<file path="src/rtl/cordic_vectoring_iter.sv">
// Iterative vectoring-mode CORDIC: drives y to zero one micro-rotation per clock
// and returns the gain-scaled magnitude and an 8-bit binary angle (128 = pi).
module cordic_vectoring_iter #(
    parameter int unsigned DATA_W = 8,
    parameter int unsigned ITERS  = 7
) (
    input  logic                clk,
    input  logic                rst,
    input  logic                in_valid,
    output logic                in_ready,
    input  logic [DATA_W-1:0]   x_in,
    input  logic [DATA_W-1:0]   y_in,
    output logic                out_valid,
    input  logic                out_ready,
    output logic [DATA_W+1:0]   mag_out,
    output logic [7:0]          ang_out
);

    localparam int unsigned IW = DATA_W + 2;
    localparam int unsigned CW = 4;
    localparam int unsigned ZW = 8;

    typedef enum logic [1:0] {
        S_IDLE,
        S_FOLD,
        S_ITER,
        S_DONE
    } state_t;

    state_t               state_q;
    logic signed [IW-1:0] x_q;
    logic signed [IW-1:0] y_q;
    logic [ZW-1:0]        z_q;
    logic [CW-1:0]        cnt_q;

    logic signed [IW-1:0] x_sh_c;
    logic signed [IW-1:0] y_sh_c;
    logic [ZW-1:0]        atan_c;

    // round(atan(2^-i) * 128 / pi)
    function automatic logic [ZW-1:0] atan_lut(input logic [CW-1:0] idx);
        case (idx)
            4'd0:    atan_lut = 8'd32;
            4'd1:    atan_lut = 8'd19;
            4'd2:    atan_lut = 8'd10;
            4'd3:    atan_lut = 8'd5;
            4'd4:    atan_lut = 8'd3;
            4'd5:    atan_lut = 8'd1;
            4'd6:    atan_lut = 8'd1;
            default: atan_lut = 8'd0;
        endcase
    endfunction

    assign x_sh_c = x_q >>> cnt_q;
    assign y_sh_c = y_q >>> cnt_q;
    assign atan_c = atan_lut(cnt_q);

    always_ff @(posedge clk or posedge rst) begin
        if (rst) begin
            state_q   <= S_IDLE;
            in_ready  <= 1'b1;
            out_valid <= 1'b0;
            mag_out   <= '0;
            ang_out   <= '0;
            cnt_q     <= '0;
            x_q       <= '0;
            y_q       <= '0;
            z_q       <= '0;
        end else begin
            case (state_q)
                S_IDLE: begin
                    if (in_valid && in_ready) begin
                        x_q      <= IW'($signed(x_in));
                        y_q      <= IW'($signed(y_in));
                        z_q      <= '0;
                        cnt_q    <= '0;
                        in_ready <= 1'b0;
                        state_q  <= S_FOLD;
                    end
                end
                S_FOLD: begin
                    // Rotate left-half-plane vectors by +/-90 deg so the iterations converge
                    if (x_q[IW-1]) begin
                        if (!y_q[IW-1]) begin
                            x_q <= y_q;
                            y_q <= -x_q;
                            z_q <= 8'd64;
                        end else begin
                            x_q <= -y_q;
                            y_q <= x_q;
                            z_q <= 8'd192;
                        end
                    end
                    state_q <= S_ITER;
                end
                S_ITER: begin
                    if (cnt_q == CW'(ITERS)) begin
                        mag_out   <= $unsigned(x_q);
                        ang_out   <= z_q;
                        out_valid <= 1'b1;
                        state_q   <= S_DONE;
                    end else begin
                        if (!y_q[IW-1]) begin
                            x_q <= x_q + y_sh_c;
                            y_q <= y_q - x_sh_c;
                            z_q <= z_q + atan_c;
                        end else begin
                            x_q <= x_q - y_sh_c;
                            y_q <= y_q + x_sh_c;
                            z_q <= z_q - atan_c;
                        end
                        cnt_q <= cnt_q + CW'(1);
                    end
                end
                S_DONE: begin
                    if (out_ready) begin
                        out_valid <= 1'b0;
                        in_ready  <= 1'b1;
                        state_q   <= S_IDLE;
                    end
                end
                default: begin
                    state_q <= S_IDLE;
                end
            endcase
        end
    end

endmodule

</file>
<file path="config.mk">
export PLATFORM = sky130hd
export DESIGN_NAME = cordic_vectoring_iter
export DESIGN_NICKNAME = d
export VERILOG_FILES = /design/src/rtl/cordic_vectoring_iter.sv
export SDC_FILE = /design/constraint.sdc
export NUM_CORES = 1
export LEC_CHECK = 0
export ABC_AREA = 1
export ABC_CLOCK_PERIOD_IN_PS = 4200
export CAP_MARGIN = 20
export CORE_UTILIZATION = 36
export CTS_BUF_LIST = sky130_fd_sc_hd__clkbuf_8
export DETAILED_ROUTE_END_ITERATION = 8
export PLACE_DENSITY_LB_ADDON = 0.25
export SETUP_SLACK_MARGIN = 0.1
export SKIP_LAST_GASP = 1
export SYNTH_ARGS = -nofsm -noshare
export SYNTH_HDL_FRONTEND = slang
export SYNTH_SLANG_ARGS = --single-unit
</file>
<file path="constraint.sdc">
create_clock -name clk -period 4.2 [get_ports clk]
set_clock_uncertainty 0.1 [all_clocks]
set_input_delay 0.63 -clock clk [delete_from_list [all_inputs] [get_ports clk]]
set_output_delay 0.63 -clock clk [all_outputs]
set_load 0.02 [all_outputs]
</file>
==> key figures <==
Synthesis
  – Mapped Cells: around 790
  – Biggest area consumer among synthesized cells: dfrtp_1
  – EDFF count, synth: 0
  – Synthesis warning total: 0
  – Synthesized area: between 5000 and 6000 sq um
  – Ys flop type: dfrtp_1
  – Share of the yosys chip area belonging to registers: 25.35%
  – Post-synth cell types: 50
  – Syn nets: ~850
  – Synth top area share: between 20% and 30%
  – Synth async-reset ratio: 100.0%
  – Most frequent cells after synthesis: nand2_1 (197), inv_1 (97), o21ai_0 (81)
  – Leading cell type by number of instances after synthesis: nand2_1
  – Top cells by area, synth: dfrtp_1 (25%), nand2_1 (14%), ha_1 (9.1%)
  – Mean Syn Cell Area: roughly 6.7 sq um
  – Post-synthesis register bit count: 54

Critical path
  – Crit end category: register
  – Crit path arrival time: roughly 3.9 ns
  – Worst R2R Path Depth: 26
  – Reg-to-Reg Start: x_q[5]$_DFFE_PP0P_
  – Worst r2r dst: y_q[8]$_DFFE_PP0P_
  – FF-to-FF setup slack: roughly 0.46 ns
  – Crit-path max FO: 5
  – Startpoint Class: register
  – WP data required: 4.33 ns
  – Critical Setup Path Class: reg -> reg

Drt
  – Residual DRC count: 0
  – Total Wirelength: approximately 17000 um
  – Vias: roughly 5400
  – Final ANT Viol Nets: 0
  – Iteration-0 DRC Markers: about 390
  – Vias/cell: between 5 and 6
  – Post-DR wirelength/cell: 16.43 um
  – 1st-pass router iterations: 7

STA
  – Worst slew pin tran: approximately 0.62 ns
  – Fmax: 0.2672 GHz
  – Tmin final: between 3 and 4 ns
  – RSZ-0062 raised after global routing: false
  – Final setup TNS: 0 ns
  – Setup violations, final: 0
  – Final hold vios: 0
  – Final period util: between 80% and 90%
  – Slew headroom: 58.80%
  – Max Slew Vio Count: 0
  – PnR worst setup slack: approximately 0.46 ns

Clocking
  – CTS max path bufs: 2
  – Hold buffer count at CTS: 0
  – Cts bufs inserted: 5
  – Worst skew pair latency: between 0.3 and 0.4 ns
  – Root Driver: clkbuf_8
  – Clock sinks: 54
  – CTS clk-pin slew, worst paths: 0.12 ns
  – CTS tree: built
  – H-tree levels: 2

Place
  – Placed Area: between 5000 and 6000 sq um
  – Dpl ws: around 0.35 ns
  – GP Congestion: between 0.9 and 1
  – PortBufs: 39
  – Hpwl dp: between 10000 and 15000 um

Global routing
  – Initial antenna violation count: 0
  – Gr usage total: between 20 and 25%
  – Total gr overflow: 0
  – First-pass GRT wire length: ~26000 um
  – Largest net degree at the start of global routing: 40
  – Vias in the first global route: 4932

Floorplan
  – Die H: 123.8 um
  – Initial Util: around 37%
  – IO Count: 40
  – Core region area: between 10000 and 15000 sq um
  – Die Area: about 15000 sq um
  – # rows: between 40 and 50
  – Chip width: between 100 and 150 um

Cells and area
  – Share of cells above drive strength 1: under 10%
  – Inserted Diodes: 0
  – Area Overhead vs Synth: 13.25%
  – Nets: slightly below 900
  – Layout Utilization: 41.74%
  – Fin area: 6043 sq um

Min path
  – Hold worst-path end: ang_out[2]$_DFFE_PP0P_
  – Worst min-delay path class: reg -> reg
  – HP Start: ang_out[2]$_DFFE_PP0P_
  – Hold path cells: 2

Job
  – Maxcap violations: 0

Run status
  – Status: finished clean
## flip-flops by register name, indices dropped and copies added, names as in the netlist
name       count
ang_out        8
cnt_q          4
in_ready       1
mag_out       10
out_valid      1
state_q        2
x_q           10
y_q           10
z_q            8
## how the worst max path moves through the flow
stage | end | startpoint | depth (start not counted) | slack, ns
2_1_floorplan | z_q[7]$_DFFE_PP0P_ | cnt_q[1]$_DFFE_PP0P_ | 25 | 0.93
3_3_place_gp | y_q[8]$_DFFE_PP0P_ | cnt_q[0]$_DFFE_PP0P_ | 27 | 0.43
3_5_place_dp | y_q[9]$_DFFE_PP0P_ | cnt_q[0]$_DFFE_PP0P_ | 24 | 0.35
4_1_cts | y_q[9]$_DFFE_PP0P_ | cnt_q[0]$_DFFE_PP0P_ | 24 | 0.32
5_1_grt | y_q[8]$_DFFE_PP0P_ | cnt_q[0]$_DFFE_PP0P_ | 27 | 0.11
6_report | y_q[8]$_DFFE_PP0P_ | x_q[5]$_DFFE_PP0P_ | 26 | 0.46
## routing by layer
metal / GRT usage, % / part of all wire, % / routed length (um)
met1: 32.12 / 47 / 7742
met4: 4.970 / 1.9 / 324
met2: 36.74 / 45 / 7440
met5: 0 / 0 / 0
met3: 3.297 / 6.7 / 1119
## critical path, stage by stage, from the launching register on
cell and delay, ns:
dfrtp_1 0.48, inv_1 0.20, o21ai_1 0.27, nand2_1 0.07
o21ai_0 0.12, nand2_1 0.11, nand2_2 0.09, a21oi_1 0.05
ha_1 0.30, nand2_1 0.04, o21ai_0 0.15, inv_1 0.12
fa_1 0.39, inv_1 0.10, nand3_1 0.08, nand2_1 0.09
nand2_1 0.07, nand2_1 0.07, a21oi_1 0.07, nor2_1 0.16
o21ai_0 0.10, nand2_1 0.08, a21oi_1 0.05, o21ai_0 0.10
nand2_1 0.07, nand2_1 0.06, nand3_1 0.06
## cells by family after synthesis
kind of cell | Yosys count | share of synthesized area [%]
simple gates | 356 | 29.59
compound gates | 183 | 20.26
buf+inv | 135 | 11.02
flops | 54 | 25.35
fa+ha+maj | 42 | 10.27
xor+xnor | 19 | 3.118
mux | 2 | 0.3986
## what timing repair did
action | in CTS | in global routing
setup buffers | 0 | 1
gates resized for setup | 0 | 2
endpoints found under the setup margin | 0 | 6
## placed cells by master, fill, tap and decap left out, types with 15 or more instances in the layout
cell               n
nand3_1           70
xor2_1            15
ha_1              39
a21oi_1           41
clkdlybuf4s50_1   39
o21ai_0           81
nand2_1          197
dfrtp_1           51
o211ai_1          16
nor3_1            15
buf_4             21
nor2_1            33
inv_1             96
## per-stage QoR
step / instances / hold slack, ns
2_1_floorplan: 791 / 0.4027
4_1_cts: 1011 / 0.3997
6_report: 1012 / 0.3915
3_3_place_gp: 1003 / 0.3659
3_5_place_dp: 1003 / 0.3736
5_1_grt: 1012 / 0.4268
## area by class of cell
| class | instances | area, sq um |
|---|---|---|
| timing repair buffer | 61 | 568.0 |
| inverter | 103 | 386.6 |
| multi-input combinational | 602 | 3398 |
| clock inverter | 1 | 8.758 |
| tap | 184 | 230.2 |
| sequential | 54 | 1355 |
| clock buffer | 7 | 96.34 |
| fill | 1547 | 8436 |
Power is not shown: default switching activity piles up to over one toggle a cycle in this logic, so the estimate is an artifact.
